**config.mk**
```make
export PLATFORM = sky130hd
export DESIGN_NAME = mips_run_ctrl
export DESIGN_NICKNAME = d
export VERILOG_FILES = /design/src/rtl/mips_run_ctrl.sv
export SDC_FILE = /design/constraint.sdc
export NUM_CORES = 1
export LEC_CHECK = 0
export ABC_AREA = 1
export BUFFER_PORTS_ARGS = -buffer_cell sky130_fd_sc_hd__buf_2
export CAP_MARGIN = 20
export CORE_ASPECT_RATIO = 0.8
export CORE_MARGIN = 8
export CORE_UTILIZATION = 55
export DETAILED_ROUTE_END_ITERATION = 8
export PLACE_DENSITY = 0.85
export SLEW_MARGIN = 10
export SYNTH_ARGS = -nofsm -noshare
export SYNTH_HDL_FRONTEND = slang
export SYNTH_SLANG_ARGS = --single-unit
```
**constraint.sdc**
```tcl
create_clock -name clk -period 6.45 [get_ports clk]
set_clock_uncertainty 0.05 [all_clocks]
set_input_delay 0.9675 -clock clk [delete_from_list [all_inputs] [get_ports clk]]
set_output_delay 0.9675 -clock clk [all_outputs]
set_load 0.05 [all_outputs]
```
**src/rtl/mips_run_ctrl.sv**
```systemverilog
// rtl/mips_run_ctrl.sv - run controller for the pipelined MIPS core.
// Sequences core reset, counts run cycles and retirements, and detects halt, stop and timeout.
module mips_run_ctrl #(
    parameter int RESET_CYCLES = 4,
    parameter int MAX_CYCLES   = 10000,
    parameter int HALT_REPEAT  = 3,
    parameter int PC_WIDTH     = 32,
    parameter int CNT_WIDTH    = 32
) (
    input  logic                 clk,
    input  logic                 reset,
    input  logic                 retire,
    input  logic [PC_WIDTH-1:0]  retire_pc,
    input  logic                 stop_req,
    output logic                 core_reset,
    output logic                 running,
    output logic                 done,
    output logic                 timeout,
    output logic [CNT_WIDTH-1:0] cycle_cnt,
    output logic [CNT_WIDTH-1:0] retire_cnt
);

    localparam int HOLD_W = $clog2(RESET_CYCLES + 1) + 1;
    localparam int REP_W  = $clog2(HALT_REPEAT + 1);

    typedef enum logic [1:0] {
        S_HOLD,
        S_RUN,
        S_HALTED,
        S_TIMEOUT
    } state_t;

    state_t                state_q, state_d;
    logic [HOLD_W-1:0]     hold_q, hold_d;
    logic [CNT_WIDTH-1:0]  cycle_q, cycle_d;
    logic [CNT_WIDTH-1:0]  retire_q, retire_d;
    logic [REP_W-1:0]      rep_q, rep_d;
    logic [PC_WIDTH-1:0]   last_pc_q, last_pc_d;
    logic                  core_reset_q, running_q, done_q, timeout_q;

    always_comb begin
        state_d   = state_q;
        hold_d    = hold_q;
        cycle_d   = cycle_q;
        retire_d  = retire_q;
        rep_d     = rep_q;
        last_pc_d = last_pc_q;
        case (state_q)
            S_HOLD: begin
                if (hold_q == HOLD_W'(RESET_CYCLES)) begin
                    state_d = S_RUN;
                end else begin
                    hold_d = hold_q + HOLD_W'(1);
                end
            end
            S_RUN: begin
                cycle_d = cycle_q + CNT_WIDTH'(1);
                if (retire) begin
                    retire_d  = retire_q + CNT_WIDTH'(1);
                    // rep_q==0 marks "no retirement seen yet", so the reset value of last_pc never matches
                    if ((rep_q != '0) && (retire_pc == last_pc_q)) begin
                        rep_d = rep_q + REP_W'(1);
                    end else begin
                        rep_d = REP_W'(1);
                    end
                    last_pc_d = retire_pc;
                end
                if ((retire && (rep_d == REP_W'(HALT_REPEAT))) || stop_req) begin
                    state_d = S_HALTED;
                end else if (cycle_d == CNT_WIDTH'(MAX_CYCLES)) begin
                    state_d = S_TIMEOUT;
                end
            end
            default: begin
            end
        endcase
    end

    always_ff @(posedge clk or posedge reset) begin
        if (reset) begin
            state_q      <= S_HOLD;
            hold_q       <= '0;
            cycle_q      <= '0;
            retire_q     <= '0;
            rep_q        <= '0;
            last_pc_q    <= '0;
            core_reset_q <= 1'b1;
            running_q    <= 1'b0;
            done_q       <= 1'b0;
            timeout_q    <= 1'b0;
        end else begin
            state_q      <= state_d;
            hold_q       <= hold_d;
            cycle_q      <= cycle_d;
            retire_q     <= retire_d;
            rep_q        <= rep_d;
            last_pc_q    <= last_pc_d;
            core_reset_q <= (state_d == S_HOLD);
            running_q    <= (state_d == S_RUN);
            done_q       <= (state_d == S_HALTED) || (state_d == S_TIMEOUT);
            timeout_q    <= (state_d == S_TIMEOUT);
        end
    end

    assign core_reset = core_reset_q;
    assign running    = running_q;
    assign done       = done_q;
    assign timeout    = timeout_q;
    assign cycle_cnt  = cycle_q;
    assign retire_cnt = retire_q;

endmodule

```
* Yosys cells after proc, flatten, opt, wreduce, memory -nomap -nowiden
Cells that the tools add are included.
Storage, ports and cells: latch bits 0, output and inout port bits 68, bits in registers 108, word-level logic and storage cells 39, input port bits 36, memories kept 0, bits in read-only memories 0, bits in writable memories 0
Operators by class: reduce and logical (&&, ||, !) cells 9, bitwise gates (word level) 1, mux-type cells 7, div/mod/pow operators 0, magnitude comparators 0, shift operators 0, eq/ne operators 8, multipliers 0, $add $sub $neg 4
Operators with widths (number):
- $add A32 B1 Y32 const B | 2
- $eq A32 B14 Y1 const B | 1
- $eq A32 B32 Y1 | 1
- $mux W2 | 6
- $eq A2 B2 Y1 const B | 3
- $add A4 B1 Y4 const B | 1
- $eq A2 B1 Y1 const B | 2
- $eq A4 B3 Y1 const B | 1
- $logic_not A2 Y1 | 2
- $pmux W2 S2 | 1
- $reduce_and A2 Y1 | 2
- $add A2 B1 Y2 const B | 1
- $logic_and A1 B1 Y1 | 2
- $logic_or A1 B1 Y1 | 2
- $reduce_bool A2 Y1 | 1
- $not A1 Y1 | 1

* Depth between registers and ports, before layout
depth after elaboration 12, mapped depth 15, gate-level depth less buffers 15

* Worst setup path before layout
Ideal clock, no wire load.
path type reg2reg, start point register cycle_q[0] (netlist: cycle_cnt[0]), end point register timeout_q (netlist: timeout), arrival 2.291 ns, buffers on the path 0, cell stages (with the launch flop) 15, path slack 4.038 ns, library setup time 0.071 ns, clock period less this slack 2.412 ns, data required time 6.329 ns, cells stage by stage dfrtp_1 > ha_1 > nand2_1 > nor2_2 > nand2_2 > nor2_4 > nand2_1 > nor2_2 > nand2_1 > xor2_1 > nor2_1 > nand3_1 > nand2_1 > nand2_1 > nor2_1
On the way: word-level cells in the longest chain between the ends 6
RTL lines:
- start: declaration | line 35 | logic [CNT_WIDTH-1:0] cycle_q, cycle_d;
- start signal: assignment | line 94 | cycle_q <= cycle_d;
- $add A32 B1 Y32 | line 57 | cycle_d = cycle_q + CNT_WIDTH'(1);
- $eq A32 B14 Y1 | line 70 | end else if (cycle_d == CNT_WIDTH'(MAX_CYCLES)) begin
- $mux W2 | line 70
- $mux W2 | line 68 | if ((retire && (rep_d == REP_W'(HALT_REPEAT))) || stop_req) begin
- $pmux W2 S2 | line 48 | case (state_q)
- $eq A2 B2 Y1 | line 101 | timeout_q <= (state_d == S_TIMEOUT);
- end signal: assignment | line 101
- end: declaration | line 39 | logic core_reset_q, running_q, done_q, timeout_q;
Every way passes these cells. A chain may end at the register's enable or synchronous reset.

==> flow_summary.yaml <==
synth:
  ys_seq_elements: 107
  ys_warn_count: 0
  yosysSeqAreaShare: 0.4565
  syn_avg_cell_area_um2: 7.475
  synth_cell_type_count: 31
  synth_cells: 785
  syn_nets: 827
  synth_area_mm2: 0.005868
clock_network:
  clock_path_buffers: 2
  post_cts_buffers: 0
  h-tree-depth: 3
  cts_resized: 0
  cts_sinks: 107
  hold_buffers: 0
  cts_buffers: 9
  clkSlewWorstSetupHoldPaths_ns: 0.07
  worstSkewPairLatency_ns: 0.34
  root_buffer: "clkbuf_16"
  cts_tree: "built"
setup_path:
  path_cells: "nor2_4, inv_2, nor2_8, inv_4, nor4_4, nand2_1, nor2_1, nand2_1, nor2_1, nand2_1, xnor2_1"
  cp_max_fo: 45
  crit_path_end_kind: "flip-flop"
  path_buf_inv: 2
  reg2reg_from: "done"
  cpMaxStageDelayCell: "nor2_4"
  required_ns: 6.63
  cpMostUsedCell: "nand2_1"
  startpoint: "done"
  path_class: "flip-flop to flip-flop"
  slowest_delay_ns: 0.72
  worstPathArrival_ns: 3.79
  critPathTopFamily: "simple AND/OR/NAND/NOR gates"
  cp-start-kind: "flip-flop"
route:
  drt-initial-drc-count: 350
  wl_met1_um: 6501
  routed_wl_um: 14070
  viasPerCell: 5.097
  routed.top_layer: "met4"
  ant_nets: 0
  first_pass_iters: 5
  dr_wl_met3_um: 994
  wl_per_cell_um: 13.64
  drc: 0
  num_vias: 5260
  dr_wl_met2_um: 6426
floorplanning:
  die_x_um: 131.5
  start_util: 0.5685
  fp-row-count: 33
  dieArea_mm2: 0.01425
  die_h_um: 108.4
  core_mm2: 0.01032
  io_pins: 104
place:
  dp_slack_ns: 2.851
  io_buffer_count: 103
  dp_hpwl_um: 10490
  placed_area_mm2: 0.006520
  gp_congestion: 0.8798
timing:
  finalCriticalPeriod_ns: 3.611
  clock.fmax_ghz: 0.2769
  setup_tns_ns: 0
  finalHoldViolCount: 0
  finalMaxSlewViolations: 0
  min_period_over_period: 0.5599
  worst_pin_slew_ns: 0.8973
  slew_headroom: 0.4004
  setup_ws_ns: 2.839
  setup_violations: 0
  rsz0062_at_grt: "false"
  whs_ns: 0.4201
hold_path:
  hp-start: "retire_cnt[31]"
  min_path_type: "flip-flop to flip-flop"
status:
  status: "complete, no violations"
grt:
  grt_max_degree: 60
  grt_util_all_layers: 0.2047
  antenna_found_initial: 0
  grt_pass1_vias: 5159
  grt_pass1_wl_um: 24300
  overflow: 0
final_layout:
  antennaDiodeCount: 0
  stdcell_area_mm2: 0.006844
  drive_gt1_frac: 0.1558
  final_nets: 929
  area_growth_pct: 16.63
power_and_ir_drop:
  ir_worst_vdd_v: 0.0002529
  p_leak_uw: 0.003519
  p_per_area_mw_per_mm2: 307.1
job:
  drv_cap: 0
## area by class of cell
class | instances | area [µm²]
clock buffer | 10 | 229.0
clock inverter | 6 | 95.09
fill | 920 | 3478
inverter | 95 | 361.6
multi-input combinational | 570 | 2781
sequential | 107 | 2679
tap | 140 | 175.2
timing repair buffer | 104 | 523.0
## layout by cell type, fill, tap and decap left out, drive strengths merged
cell and instances:
nand2 281, dfrtp 106, buf 104, nor2 102, inv 98, o21ai 53
xor2 34, nand3 29, xnor2 21, nand4 14, clkbuf 10, nor3 7
ha 6, nor4 6, nand3b 5, a31oi 5, o22ai 2, o21bai 2
bufinv 2, o31ai 1, and3 1, a21oi 1, clkinv 1, dfstp 1
## Yosys cell counts, drive strengths merged
cell	count	share of area
nand2	281	0.18
nand4	14	0.015
nor2	102	0.073
nand3b	5	0.0064
o22ai	2	0.0021
nor4	6	0.013
a21oi	1	0.00085
ha	6	0.013
dfstp	1	0.0045
o21ai	53	0.045
xnor2	21	0.031
clkbuf	11	0.0070
inv	95	0.061
nand3	29	0.025
buf	2	0.0013
o21bai	2	0.0026
and3	1	0.0011
a31oi	5	0.0053
o31ai	1	0.0013
nor3	7	0.0079
xor2	34	0.051
dfrtp	106	0.45
## registers in the layout (all words and copies together), names as in the netlist, named ones only
| register | count |
|---|---|
| core_reset | 1 |
| cycle_cnt | 32 |
| done | 1 |
| hold_q | 4 |
| last_pc_q | 32 |
| rep_q | 2 |
| retire_cnt | 32 |
| running | 1 |
| timeout | 1 |
## cell families (layout without fill, tap and decap cells)
logic type	count (synthesis)	after routing	synth area share
buffers and inverters	108	215	0.06951
XOR/XNOR	55	55	0.08209
flip-flops	107	107	0.4565
adder cells (fa/ha/maj)	6	6	0.01279
AO/OA/AOI/OAI	64	64	0.05735
AND/OR/NAND/NOR	445	445	0.3217
## report_power, final
part | leakage, µW | internal [µW] | total (µW) | switching [µW]
registers | 0.00135 | 817 | 954 | 137
logic | 0.00201 | 184 | 551 | 367
clock network | 0.000158 | 346 | 597 | 251
## per-layer routing
metal  up-vias  GRT usage
met3        18    0.05422
met5         -          0
li1       2641          -
met2       181     0.3339
met4         0    0.04906
met1      2420     0.2691
## per-stage QoR
stage / std cells / total power (µW) / utilization
after global routing: 1032 / 2238 / 0.6630
final: 1032 / 2101 / 0.6630
after detailed placement: 1016 / 1513 / 0.6316
after floorplan: 785 / 1363 / -
after CTS: 1032 / 2116 / 0.6630
after global placement: 1016 / 1492 / 0.6316
## path summary, 6_finish.rpt
check                           cells past startpoint             end  slack (ns)
worst max-delay path                               11  retire_cnt[28]        2.84
worst min-delay path                                1  retire_cnt[31]        0.42
worst max register to register                     11  retire_cnt[28]        2.84
worst min register to register                      1  retire_cnt[31]        0.42
max in group asynchronous                           3    cycle_cnt[2]        4.51
min in group asynchronous                           2   retire_cnt[6]        0.64
Power figures use the tool's default switching activity.
